`src/rtl/pulse_mon_pkg.sv`:
```
// Shared types and defaults for the pulse width monitor and its receive-side helpers.
package pulse_mon_pkg;

   typedef enum logic [1:0] {IDLE, HIGH, LOW} state_t;

   localparam int DEF_CNT_W        = 16;
   localparam int DEF_SYNC_STAGES  = 2;
   localparam int DEF_EXP_HIGH_CYC = 10;
   localparam int DEF_EXP_LOW_CYC  = 10;
   localparam int DEF_TOL_CYC      = 1;
   localparam int DEF_TIMEOUT_CYC  = 64;

   typedef struct packed {
      logic [31:0] lo;
      logic [31:0] hi;
   } win_t;

   // Unsigned acceptance window; the lower bound clamps at zero instead of wrapping.
   function automatic win_t tol_window(input int unsigned exp_cyc, input int unsigned tol);
      win_t w;
      w.lo = (exp_cyc > tol) ? exp_cyc - tol : 32'd0;
      w.hi = exp_cyc + tol;
      return w;
   endfunction

endpackage

```
`src/rtl/pulse_sync.sv`:
```
// Multi-flop synchroniser for an asynchronous level, followed by rise/fall detection.
module pulse_sync #(
   parameter int STAGES = 2
) (
   input  logic clk,
   input  logic reset_n,
   input  logic pulse,
   output logic s,
   output logic rise,
   output logic fall
);

   logic [STAGES-1:0] chain;
   logic              s_d;

   always_ff @(posedge clk) begin
      if (!reset_n) begin
         chain <= '0;
         s_d   <= 1'b0;
      end else begin
         chain <= {chain[STAGES-2:0], pulse};
         s_d   <= chain[STAGES-1];
      end
   end

   assign s    = chain[STAGES-1];
   assign rise = s & ~s_d;
   assign fall = ~s & s_d;

endmodule

```
`src/rtl/pulse_width_monitor.sv`:
```
// Measures high/low phase widths of a synchronised pulse, counts periods, flags tolerance/stuck/gating errors.
module pulse_width_monitor
   import pulse_mon_pkg::*;
#(
   parameter int CNT_W        = DEF_CNT_W,
   parameter int SYNC_STAGES  = DEF_SYNC_STAGES,
   parameter int EXP_HIGH_CYC = DEF_EXP_HIGH_CYC,
   parameter int EXP_LOW_CYC  = DEF_EXP_LOW_CYC,
   parameter int TOL_CYC      = DEF_TOL_CYC,
   parameter int TIMEOUT_CYC  = DEF_TIMEOUT_CYC
) (
   input  logic             clk,
   input  logic             reset_n,
   input  logic             pulse_in,
   input  logic             gen_enable,
   input  logic             err_clr,
   output logic             meas_valid,
   output logic             meas_is_high,
   output logic [CNT_W-1:0] meas_width,
   output logic [CNT_W-1:0] period_count,
   output logic             high_err,
   output logic             low_err,
   output logic             stuck_err,
   output logic             gate_err
);

   localparam int   DIS_MAX = SYNC_STAGES + 2;
   localparam int   DIS_W   = $clog2(DIS_MAX + 1);
   localparam win_t HI_WIN  = tol_window(EXP_HIGH_CYC, TOL_CYC);
   localparam win_t LO_WIN  = tol_window(EXP_LOW_CYC, TOL_CYC);
   localparam logic [CNT_W-1:0] CNT_MAX = '1;

   logic s, rise, fall;

   pulse_sync #(.STAGES(SYNC_STAGES)) u_sync (
      .clk     (clk),
      .reset_n (reset_n),
      .pulse   (pulse_in),
      .s       (s),
      .rise    (rise),
      .fall    (fall)
   );

   state_t            state;
   logic [CNT_W-1:0]  cnt;
   logic [CNT_W-1:0]  cnt_inc;
   logic [DIS_W-1:0]  dis_cnt;
   logic [31:0]       mw32;
   logic              timeout, hi_set, lo_set, stuck_set, gate_set;

   assign cnt_inc = (cnt == CNT_MAX) ? cnt : cnt + CNT_W'(1);
   // Widened compare: a timeout beyond the counter range simply never fires.
   assign timeout = (32'(cnt) == TIMEOUT_CYC);
   assign mw32    = 32'(meas_width);

   // Tolerance checks look at the registered report, so errors land one cycle after the strobe.
   assign hi_set    = meas_valid &  meas_is_high & ((mw32 < HI_WIN.lo) | (mw32 > HI_WIN.hi));
   assign lo_set    = meas_valid & ~meas_is_high & ((mw32 < LO_WIN.lo) | (mw32 > LO_WIN.hi));
   assign stuck_set = gen_enable & timeout &
                      (((state == HIGH) & ~fall) | ((state == LOW) & ~rise));
   // Waiting out the synchroniser depth after disable hides residue from the last enabled pulse.
   assign gate_set  = ~gen_enable & s & (dis_cnt == DIS_W'(DIS_MAX));

   always_ff @(posedge clk) begin
      if (!reset_n) begin
         state        <= IDLE;
         cnt          <= '0;
         dis_cnt      <= '0;
         meas_valid   <= 1'b0;
         meas_is_high <= 1'b0;
         meas_width   <= '0;
         period_count <= '0;
         high_err     <= 1'b0;
         low_err      <= 1'b0;
         stuck_err    <= 1'b0;
         gate_err     <= 1'b0;
      end else begin
         meas_valid <= 1'b0;
         high_err   <= (high_err  & ~err_clr) | hi_set;
         low_err    <= (low_err   & ~err_clr) | lo_set;
         stuck_err  <= (stuck_err & ~err_clr) | stuck_set;
         gate_err   <= (gate_err  & ~err_clr) | gate_set;

         if (!gen_enable) begin
            state <= IDLE;
            cnt   <= '0;
            if (dis_cnt != DIS_W'(DIS_MAX))
               dis_cnt <= dis_cnt + DIS_W'(1);
         end else begin
            dis_cnt <= '0;
            case (state)
               IDLE: begin
                  if (rise) begin
                     state <= HIGH;
                     cnt   <= CNT_W'(1);
                  end
               end
               HIGH: begin
                  if (fall) begin
                     meas_valid   <= 1'b1;
                     meas_is_high <= 1'b1;
                     meas_width   <= cnt;
                     state        <= LOW;
                     cnt          <= CNT_W'(1);
                  end else if (timeout) begin
                     state <= IDLE;
                     cnt   <= '0;
                  end else begin
                     cnt <= cnt_inc;
                  end
               end
               LOW: begin
                  if (rise) begin
                     meas_valid   <= 1'b1;
                     meas_is_high <= 1'b0;
                     meas_width   <= cnt;
                     period_count <= period_count + CNT_W'(1);
                     state        <= HIGH;
                     cnt          <= CNT_W'(1);
                  end else if (timeout) begin
                     state <= IDLE;
                     cnt   <= '0;
                  end else begin
                     cnt <= cnt_inc;
                  end
               end
               default: begin
                  state <= IDLE;
                  cnt   <= '0;
               end
            endcase
         end
      end
   end

endmodule
```
`config.mk`:
```
export PLATFORM = sky130hd
export DESIGN_NAME = pulse_width_monitor
export DESIGN_NICKNAME = d
export VERILOG_FILES = /design/src/rtl/pulse_mon_pkg.sv /design/src/rtl/pulse_sync.sv /design/src/rtl/pulse_width_monitor.sv
export SDC_FILE = /design/constraint.sdc
export NUM_CORES = 1
export LEC_CHECK = 0
export ABC_AREA = 1
export BUFFER_PORTS_ARGS = -buffer_cell sky130_fd_sc_hd__buf_2
export CORE_ASPECT_RATIO = 0.6
export CORE_MARGIN = 3
export CORE_UTILIZATION = 57
export CTS_CLUSTER_DIAMETER = 120
export DETAILED_ROUTE_END_ITERATION = 16
export PLACE_DENSITY = 0.84
export SLEW_MARGIN = 20
export SYNTH_ARGS = -nofsm -noshare
export SYNTH_HDL_FRONTEND = slang
export SYNTH_SLANG_ARGS = --single-unit
```
`constraint.sdc`:
```
create_clock -name clk -period 2.4 [get_ports clk]
set_clock_uncertainty 0.2 [all_clocks]
set_input_delay 0.24 -clock clk [delete_from_list [all_inputs] [get_ports clk]]
set_output_delay 0.24 -clock clk [all_outputs]
set_load 0.02 [all_outputs]
```
==> results.yml <==
critical_path:
  crit_start: "state[0]"
  end_kind: "flip-flop"
  startpoint_type: "flip-flop"
  reg2reg_slack_ns: 0.35
  cp_max_fo: 4
  rr_worst_depth: 9
  endpoint: "period_count[9]"
  critical_path_required_ns: 2.43
  rr_startpoint: "state[0]"
  rr_endpoint: "period_count[9]"
  worst-setup-path-type: "flip-flop to flip-flop"
  worstPathArrival_ns: 2.08
cts:
  ctsHoldBuffers: 4
  postCtsSetupRepairBufs: 0
  post_cts_resized: 0
  cts_buffer_depth: 2
  cts_tree: "done"
  cts.sinks: 62
  cts_buffers: 9
  cts-root-buf: "clkbuf_8"
  clk_pin_slew_worst_paths_ns: 0.08
  clk_latency_ns: 0.35
  htree_num_levels: 3
pwr:
  p_per_area_nw_per_um2: 539
  p_leak_uw: 0.00159
  max-vdd-ir-drop_v: 0.000390
detailed_routing:
  drtAntennaViolNets: 0
  dr.pass1.iters: 6
  drc: 0
  via_count: 3181
  first_iter_violations: 314
  drt-total-wl_mm: 8.39
  viasPerCell: 5.61
  routedWlPerCell_um: 14.8
sta:
  finalSetupViolCount: 0
  post-route-min-period_ns: 2.05
  relSlewSlack_pct: 66.5
  slew_viol_final: 0
  fin_tns_setup_ns: 0
  period_share_pct: 85.3
  fin_ws_ns: 0.352
  tightest_slew_ns: 0.499
  fmax_mhz: 488
  rsz0062_at_grt: "no"
  final-hold-violation-count: 0
floorplanning:
  core-area_um2: 5230
  die_w_um: 103
  pin_count: 43
  rows: 20
  fp.dieArea_um2: 6570
  initial_core_util_pct: 61.1
  die_h_um: 64.0
layout:
  drive_above_1_share_pct: 22.6
  nNetsFinal: 510
  final_util_pct: 70.8
  layout_common_cells: "nand2_1, dfxtp_1, inv_1"
  area_delta_synth_final_pct: 15.9
  num_antenna_cells: 0
  final_common_cell: "nand2_1"
hold_path:
  min-delay-start: "u_sync.chain[0]"
  min_path_type: "flip-flop to flip-flop"
  hold_depth: 2
logic_synthesis:
  synth_nets: 458
  synth_area_um2: 3200
  synth_edf_count: 0
  ys.flop_type: "dfxtp_1"
  synth_cells: 444
  async_reset_ff_share_pct: 0
  syn_area_per_cell_um2: 7.20
  synth_cell_types: 40
  seq_area_frac_synth_pct: 38.8
  yosys_warnings: 0
  synth-seq-cells: 62
place:
  place.gp.congestion: 0.937
  port_buffers: 42
  pre_cts_slack_ns: 0.431
  dpl.hpwl_mm: 6.28
global_routing:
  globalRouteOverflowTotal: 0
  grt_pass1_vias: 2713
  grt_usage_pct: 27.5
  antenna_found_initial: 0
  grt_pass1_wl_mm: 13.8
  grt_max_degree: 26
flow_run:
  maxCapViolCount: 0
run_status:
  status: "finished clean"
## state kept, by name, indices dropped and copies added (netlist names)
| name | cells |
|---|---|
| high_err | 1 |
| period_count | 16 |
| gate_err | 1 |
| cnt | 16 |
| u_sync.chain | 2 |
| dis_cnt | 3 |
| meas_width | 16 |
| meas_is_high | 1 |
| stuck_err | 1 |
| low_err | 1 |
| state | 2 |
| u_sync.s_d | 1 |
| meas_valid | 1 |
## Yosys cell counts (3+ instances only)
cell	count	area share, %
nand4_1	12	2.3
xor2_1	3	0.82
a21oi_2	3	0.82
inv_2	8	0.94
buf_2	3	0.47
o21ai_0	28	4.4
nand2_1	83	9.7
nor2_1	46	5.4
a21oi_1	43	6.7
clkbuf_1	4	0.47
dfxtp_1	62	39
ha_1	9	3.5
nand3_2	6	1.9
inv_1	52	6.1
nand2_2	7	1.4
nand3_1	23	3.6
nor3_1	10	1.6
nor2_2	11	2.2
## layout make-up
type                            count  area, µm²
Clock inverter                      7       50.0
Sequential cell                    62       1240
Tap cell                           66       82.6
Inverter                           64        253
Clock buffer                        9        124
Fill cell                         421       1530
Timing Repair Buffer               50        295
Multi-Input combinational cell    309       1660
## routing by layer
metal,part of all wire (%),up-vias,routed length (µm),GRT usage [%]
met5,0,-,0,0
met4,0.44,0,37,5.40
met3,8.4,8,705,10.6
met2,42,155,3530,36.3
met1,49,1470,4120,41.7
li1,-,1548,-,-
## worst max-delay path: stages, from the launching register on
cell     delay [ns]
dfxtp_1        0.34
inv_1          0.09
ha_1           0.21
nand3_1        0.18
nor2_2         0.17
nand2_1        0.10
nor2_1         0.20
nand4_1        0.17
o21ai_0        0.20
a21oi_1        0.08
## cells by family after synthesis
family                     Yosys count  synth area share, %
xor gates and xnor gates             4                 1.10
DFF                                 62                 38.8
adders and majority gates            9                 3.52
buffers and inverters               73                 9.31
AOI/OAI and AO/OA                   84                 14.4
and+or+nand+nor                    212                 32.9
## metrics by stage
step / area (µm²) / power (µW) / cells / hold WS (ns)
final: 3700 / 2000 / 567 / 0.223
after global routing: 3700 / 2080 / 567 / 0.266
after CTS: 3690 / 2010 / 566 / 0.0000313
after detailed placement: 3480 / 1180 / 546 / 0.209
after global placement: 3480 / 1180 / 546 / 0.200
after floorplan: 3200 / 1150 / 444 / 0.138
## worst min-delay path by stage
| stage | to |
|---|---|
| final | u_sync.chain[1] |
| after global routing | u_sync.chain[1] |
| after CTS | stuck_err |
| after detailed placement | u_sync.chain[1] |
| after global placement | u_sync.chain[1] |
| after floorplan | u_sync.chain[0] |
## report_power, final
part / total [µW] / switching [µW] / leakage (µW) / internal, µW
Sequential: 1050 / 10.5 / 0.000501 / 1040
Clock: 827 / 453 / 0.0000816 / 375
Combinational: 117 / 78.7 / 0.00101 / 38.4
Total: 2000 / 542 / 0.00159 / 1450
Power figures use the tool's default switching activity.
